`src/rtl/button_debouncer.sv`:
```
// rtl/button_debouncer.sv - tick-sampled multi-channel push-button debouncer
//
// Purpose:
//   Cleans up NUM_BTN raw push-button inputs for the digital lock. The slow
//   square wave from clk_divider is edge-detected in the clk_in domain and
//   used only as a sample strobe (tick); it never clocks any flop. Each
//   channel flips its debounced level after STABLE_SAMPLES consecutive ticks
//   on which the synchronized input disagrees with the current level, and
//   emits a one-cycle press or release pulse alongside the new level.
//
// Parameters:
//   NUM_BTN         number of independent button channels
//   STABLE_SAMPLES  consecutive differing ticks needed to flip a level (1..15)
//   CNT_W           width of each per-channel stability counter
//
// Ports:
//   clk_in       in   1        system clock
//   rst          in   1        asynchronous active-high reset
//   divided_clk  in   1        slow square wave, clk_in domain, sampled only
//   btn_raw      in   NUM_BTN  raw asynchronous buttons, 1 = pressed
//   btn_level    out  NUM_BTN  debounced level per channel, 1 = pressed
//   btn_press    out  NUM_BTN  one-cycle pulse on a debounced 0->1 change
//   btn_release  out  NUM_BTN  one-cycle pulse on a debounced 1->0 change

module button_debouncer #(
  parameter int NUM_BTN        = 4,
  parameter int STABLE_SAMPLES = 3,
  parameter int CNT_W          = 4
) (
  input  logic               clk_in,
  input  logic               rst,
  input  logic               divided_clk,
  input  logic [NUM_BTN-1:0] btn_raw,
  output logic [NUM_BTN-1:0] btn_level,
  output logic [NUM_BTN-1:0] btn_press,
  output logic [NUM_BTN-1:0] btn_release
);

  // Counter value on which the next differing tick flips the level.
  localparam logic [CNT_W-1:0] CNT_LAST = CNT_W'(STABLE_SAMPLES - 1);

  // The channel state register doubles as the debounced level.
  typedef enum logic {
    ST_RELEASED = 1'b0,
    ST_PRESSED  = 1'b1
  } state_t;

  // ---------------------------------------------------------------------
  // Sample strobe: rising edge of divided_clk, one clk_in cycle wide.
  // A divided_clk already high when reset is released yields one tick in
  // the first cycle because div_d restarts at 0; that is harmless.
  // ---------------------------------------------------------------------
  logic div_d;
  logic tick;

  always_ff @(posedge clk_in or posedge rst) begin
    if (rst) begin
      div_d <= 1'b0;
    end else begin
      div_d <= divided_clk;
    end
  end

  assign tick = divided_clk & ~div_d;

  // ---------------------------------------------------------------------
  // Two-flop synchronizers for the asynchronous button inputs.
  // ---------------------------------------------------------------------
  logic [NUM_BTN-1:0] sync_q1;
  logic [NUM_BTN-1:0] sync_q2;

  always_ff @(posedge clk_in or posedge rst) begin
    if (rst) begin
      sync_q1 <= '0;
      sync_q2 <= '0;
    end else begin
      sync_q1 <= btn_raw;
      sync_q2 <= sync_q1;
    end
  end

  // ---------------------------------------------------------------------
  // Per-channel debounce FSM, identical and independent per button.
  // ---------------------------------------------------------------------
  for (genvar i = 0; i < NUM_BTN; i++) begin : g_chan
    state_t           state_q;
    state_t           state_d;
    logic [CNT_W-1:0] cnt_q;
    logic [CNT_W-1:0] cnt_d;
    logic             press_q;
    logic             press_d;
    logic             release_q;
    logic             release_d;
    logic             differ;
    logic             flip;

    assign differ = (sync_q2[i] != logic'(state_q));

    // The >= keeps a flip reachable even if the counter were ever corrupted
    // past the terminal value; in normal operation it never exceeds it.
    assign flip = tick && differ && (cnt_q >= CNT_LAST);

    // State register: level, stability counter and registered pulses.
    always_ff @(posedge clk_in or posedge rst) begin
      if (rst) begin
        state_q   <= ST_RELEASED;
        cnt_q     <= '0;
        press_q   <= 1'b0;
        release_q <= 1'b0;
      end else begin
        state_q   <= state_d;
        cnt_q     <= cnt_d;
        press_q   <= press_d;
        release_q <= release_d;
      end
    end

    // Next state: only ticks move anything. An agreeing sample restarts
    // the count, so any glitch inside the window costs a full new window.
    always_comb begin
      state_d = state_q;
      cnt_d   = cnt_q;
      if (tick) begin
        if (!differ) begin
          cnt_d = '0;
        end else if (flip) begin
          cnt_d   = '0;
          state_d = (state_q == ST_RELEASED) ? ST_PRESSED : ST_RELEASED;
        end else begin
          cnt_d = cnt_q + 1'b1;
        end
      end
    end

    // Outputs: pulses are registered on the same edge as the new level, so
    // they line up with it and drop one cycle later (flip cannot repeat
    // because the level then agrees with the sample).
    always_comb begin
      press_d   = 1'b0;
      release_d = 1'b0;
      if (flip) begin
        press_d   = (state_q == ST_RELEASED);
        release_d = (state_q == ST_PRESSED);
      end
    end

    assign btn_level[i]   = (state_q == ST_PRESSED);
    assign btn_press[i]   = press_q;
    assign btn_release[i] = release_q;
  end : g_chan

endmodule

```
`config.mk`:
```
export PLATFORM = sky130hd
export DESIGN_NAME = button_debouncer
export DESIGN_NICKNAME = d
export VERILOG_FILES = /design/src/rtl/button_debouncer.sv
export SDC_FILE = /design/constraint.sdc
export NUM_CORES = 1
export LEC_CHECK = 0
export CORE_MARGIN = 1
export CORE_UTILIZATION = 40
export CTS_CLUSTER_SIZE = 28
export DETAILED_ROUTE_END_ITERATION = 12
export MAX_ROUTING_LAYER = met4
export PLACE_DENSITY = 0.7
export SYNTH_ARGS = -nofsm -noshare
export SYNTH_HDL_FRONTEND = slang
export SYNTH_SLANG_ARGS = --single-unit
```
`constraint.sdc`:
```
create_clock -name clk_in -period 1.8 [get_ports clk_in]
set_input_delay 0.54 -clock clk_in [delete_from_list [all_inputs] [get_ports clk_in]]
set_output_delay 0.54 -clock clk_in [all_outputs]
set_load 0.02 [all_outputs]
```
### Word level (Yosys, flattened, before mapping)

Cells that the tools add are included.
Widths: inputs -> output; s select.

| cells by class | value |
|---|---|
| equal/unequal tests | 4 |
| multipliers | 0 |
| div/mod/pow operators | 0 |
| magnitude comparators | 4 |
| shift operators | 0 |
| mux-type cells | 20 |
| bitwise operators | 6 |
| $add $sub $neg | 4 |
| reductions and logical operators | 12 |

Operators by type and width:

| cell | number |
|---|---|
| $mux 4 | 8 |
| $add 4x1->4 const B | 4 |
| $ge 4x2->1 const B | 4 |
| $mux 1 | 12 |
| $reduce_and 3->1 | 4 |
| $logic_and 1x1->1 | 8 |
| $not 1->1 | 5 |
| $ne 1x1->1 | 4 |
| $and 1x1->1 | 1 |

| storage, ports and cells | value |
|---|---|
| ROM bits | 0 |
| memories kept | 0 |
| word-level logic and storage cells | 69 |
| flip-flop bits (word level) | 37 |
| input bits | 7 |
| latch bits | 0 |
| memory bits (writable) | 0 |
| output and inout port bits | 12 |

### Logic depth before layout (Yosys ltp)

Gate-level depths: netlist of the first run.

| logic depth | value |
|---|---|
| word-level depth | 6 |
| gate-level depth with buffers | 5 |
| gate-level depth less buffers | 5 |

### Least setup slack after synthesis of the first run

Ideal clock, no wire load.

| timing path | value |
|---|---|
| path type | register to register |
| start | reg g_chan[0].cnt_q[1] |
| end | reg g_chan[0].state_q |
| cell stages (with the launch flop) | 5 |
| data arrival time | 1.387 ns |
| slack | 0.288 ns |
| path buffers | 0 |
| clock period less this slack | 1.512 ns |
| library setup time | 0.125 ns |
| path through | dfrtp_1 ha_1 nor4_4 nand2b_2 mux2_4 |

| between the ends | value |
|---|---|
| word-level cells in the longest chain between the ends | 3 |

RTL lines:

| element | line | text |
|---|---|---|
| start: declaration | 88 | `logic [CNT_W-1:0] cnt_q;` |
| start signal: assignment | 112 | `cnt_q <= cnt_d;` |
| $ge 4x2->1 | 101 | `assign flip = tick && differ && (cnt_q >= CNT_LAST);` |
| $logic_and 1x1->1 | 101 |  |
| $reduce_and 3->1 (no source line) | -- |  |
| end signal: assignment | 111 | `state_q <= state_d;` |
| end: declaration | 86 | `state_t state_q;` |

No other way between the ends.
A chain may end at the register's enable or synchronous reset.

### Worst setup path in the final report of the first run

| timing path | value |
|---|---|
| start | reg g_chan[2].press_q |
| end | out btn_press[2] |

RTL lines:

| element | line | text |
|---|---|---|
| start: declaration | 90 | `logic press_q;` |
| start signal: assignment | 113 | `press_q <= press_d;` |
| end: declaration | 35 | `output logic [NUM_BTN-1:0] btn_press,` |

No word-level cell between the ends.

==> results.md, run 1 <==
* Sw frac at a little under a third
* Pin count of the biggest net entering global routing at 38
* Vias in the first global route at 934
* RSZ-0062 raised after global routing: false
* Compound-cell area share of the yosys netlist at around 4.8%
* Req. time, crit path at 1.26 ns
* TritonCTS Buffers at 5
* Commonest non-fill, non-tap cells in the layout: dfrtp_1, clkdlybuf4s50_1, nand2_1
* # DRC at 0
* Max Cap Viol at 0
* Initial Util at 43.2%
* Pwr Total at 0.00251 W
* Number of synthesized register bits at 37
* Combinational share of power at 27.8%
* Hold Crit Class: reg -> reg
* CTS max path bufs at 2
* CTS tree: done
* ANT cells at 0
* Clock Power Share at 27.1%
* Power density cells at 1300 nW/um^2
* Slew headroom at 82.8%
* Cell Area, Synth at 1630 um^2
* WP buf/inv at 1
* Slowest-stage cell, CP: clkdlybuf4s50_1
* Yosys warnings at 0
* Simple-gate share of the synthesized area at 17.9%
* Outcome: finished clean
* H-tree levels at 2
* Die width at approximately 66 um
* Ports at 19
* Number of port buffers at 18
* Max stage delay on crit path at approximately 0.6 ns
* Most common cell after layout, fill and taps aside: dfrtp_1
* Final slew viol count at 0
* Post-Synthesis Cells at 127
* Crit Path Class: reg -> out
* Power Internal at 0.00175 W
* CTS sink count at 37
* GPL Wtd Cong at 0.698
* Detail Route Antenna Nets at 0
* Final core occ at between 50 and 60%
* Avg Cell Area, Syn at 12.8 um^2
* Worst Path Arrival at 1.21 ns
* Fin nets at ~160
* Clock Tree Root: clkbuf_8
* Setup Skew at between 0.006 and 0.007 ns
* Clk pin slew, worst setup/hold paths at 0.07 ns
* Final min period at 1.75 ns
* Global-route wire length before repair at 4300 um
* Final setup viols at 0
* Fin crit share at 97.2%
* Fraction of layout cells with a size suffix above 1 at 18.1%
* Post-Synth XOR/XNOR Area at 2.15%
* Congestion Overflow GR at 0
* Num rows at 22
* Adder-cell area share of the yosys netlist at 6.15%
* Largest family of logic cells by synthesized area: simple AND/OR/NAND/NOR gates
* Post-synthesis net count at 142
* Total track usage at 14.2%
* Hold Fails Final Rpt at 0
* WL/cell at between 10 and 15 um
* Initial DRC Count at 12
* DR vias/cell at 4.74
* Routed vias at 911
* Crit path cell chain: clkdlybuf4s50_1
* Post-CTS setup buffers at 0
* CP Max Fanout at 1
* Worst-margin pin slew at 0.256 ns
* Synth cell types at 21
* Leakage at 0.932 nW
* Worst Setup End Kind: output port
* Pre-antenna DRT Iters at 3
* Dpl hpwl at 1670 um
* Clock latency at the later pin of the worst-skew pair at 0.29 ns
* Die ar. at 4330 um^2
* Crit path max-delay family: buffers and inverters
* Area grow syn2layout at 18.5%
* Highest clock rate at between 0.5 and 0.6 GHz
* Initial antenna violation count at 0
* Peak supply drop at 0.601 mV
* Total Routed Length at 2410 um
* Worst setup SP type: register
* Net Switching at 0.000761 W
* Core area at 3770 um^2
* Post-synthesis mux area share at 3.69%
* Hold Slack at approximately 0.35 ns
* Sequential share of power at 45.1%
* Die height at 65.8 um
* Seq/Total Area, Yosys at 56.9%
==> synthesized netlist by cell type <==
master,n,area [um^2]
buf_2,2,10.0
and2_1,4,25.0
nand3_1,3,15.0
nand2b_1,1,6.26
dfrtp_1,37,926
nor4_4,4,85.1
nor2b_1,1,6.26
buf_4,13,97.6
mux2_4,4,60.1
ha_1,8,100
nand2b_2,4,35.0
nor2_1,3,11.3
inv_1,8,30.0
a32o_1,3,30.0
nand2_1,9,33.8
nor3b_1,8,60.1
o21ai_1,8,40.0
o31ai_1,1,7.51
xor2_1,4,35.0
nand3b_1,1,7.51
nand4_1,1,6.26
==> cell families after synthesis <==
| kind of cell | count (synthesis) |
|---|---|
| simple gates | 39 |
| fa+ha+maj | 8 |
| flops | 37 |
| compound gates | 12 |
| mux | 4 |
| xor+xnor | 4 |
| buf+inv | 23 |
==> power by group through the flow <==
| stage | Clock, W | Sequential (W) | Combinational (W) |
|---|---|---|---|
| 6_report | 0.000680 | 0.00113 | 0.000696 |
| 4_1_cts | 0.000698 | 0.00113 | 0.000709 |
| 5_1_grt | 0.000734 | 0.00116 | 0.000770 |
| 2_1_floorplan | 0 | 0.00111 | 0.000600 |
| 3_5_place_dp | 0 | 0.00115 | 0.000734 |
| 3_3_place_gp | 0 | 0.00113 | 0.000702 |
==> final cells by class <==
class,instances,area [um^2]
fill,316,1840
multi-input combinational,67,564
timing repair buffer,25,245
clock buffer,5,68.8
sequential,37,926
inverter,8,30.0
clock inverter,2,35.0
tap,48,60.1
==> metrics by stage <==
step / std cells / worst slack (ns) / setup TNS [ns] / cell area [um^2]
final: 192 / 0.0506 / 0 / 1930
after detailed placement: 185 / -0.0702 / -0.393 / 1830
after floorplan: 127 / 0.288 / 0 / 1630
after CTS: 192 / 0.00872 / 0 / 1920
after global placement: 185 / -0.0538 / -0.276 / 1830
after global routing: 192 / 0.00904 / 0 / 1930
==> worst paths after layout <==
check | end | cells past startpoint | start | slack, ns
setup / recovery | btn_press[2] | 1 | g_chan[2].press_q$_DFF_PP0_ | 0.05
hold / removal | sync_q2[3]$_DFF_PP0_ | 0 | sync_q1[3]$_DFF_PP0_ | 0.35
setup reg to reg | g_chan[0].state_q$_DFFE_PP0P_ | 4 | g_chan[0].cnt_q[1]$_DFFE_PP0N_ | 0.18
hold reg to reg | sync_q2[3]$_DFF_PP0_ | 0 | sync_q1[3]$_DFF_PP0_ | 0.35
max in group asynchronous | g_chan[2].cnt_q[0]$_DFFE_PP0N_ | 3 | rst | 1.00
min in group asynchronous | sync_q2[2]$_DFF_PP0_ | 3 | rst | 0.61
==> layer usage <==
metal / vias up / global-route usage (%) / part of all wire [%]
li1: 443 / - / -
met1: 451 / 16.8 / 45
met2: 12 / 21.8 / 49
met3: 5 / 5.17 / 3.7
met4: 0 / 5.71 / 1.5
met5: - / - / 0
==> what timing repair did <==
action / in CTS / in global routing
hold buffers: 0 / 0
endpoints found under the hold margin: 0 / 0
gates resized for setup: 4 / 2
endpoints found under the setup margin: 4 / 2
==> registers in the layout, summed over array words and instances, names as in the netlist <==
| name | cells |
|---|---|
| sync_q2 | 4 |
| sync_q1 | 4 |
| g_chan.release_q | 4 |
| div_d | 1 |
| g_chan.cnt_q | 16 |
| g_chan.state_q | 4 |
| g_chan.press_q | 4 |
Power figures use the tool's default switching activity.
==> run 2: changes to the inputs <==
--- a/config.mk
+++ b/config.mk
@@ -9,8 +9,10 @@
 export CORE_UTILIZATION = 40
 export CTS_CLUSTER_SIZE = 28
 export DETAILED_ROUTE_END_ITERATION = 12
+export GPL_ROUTABILITY_DRIVEN = 0
 export MAX_ROUTING_LAYER = met4
 export PLACE_DENSITY = 0.7
 export SYNTH_ARGS = -nofsm -noshare
 export SYNTH_HDL_FRONTEND = slang
 export SYNTH_SLANG_ARGS = --single-unit
+export TNS_END_PERCENT = 10
==> results of run 2 <==
Same layout as run 1: the final DEF is identical, and so are final timing and power.
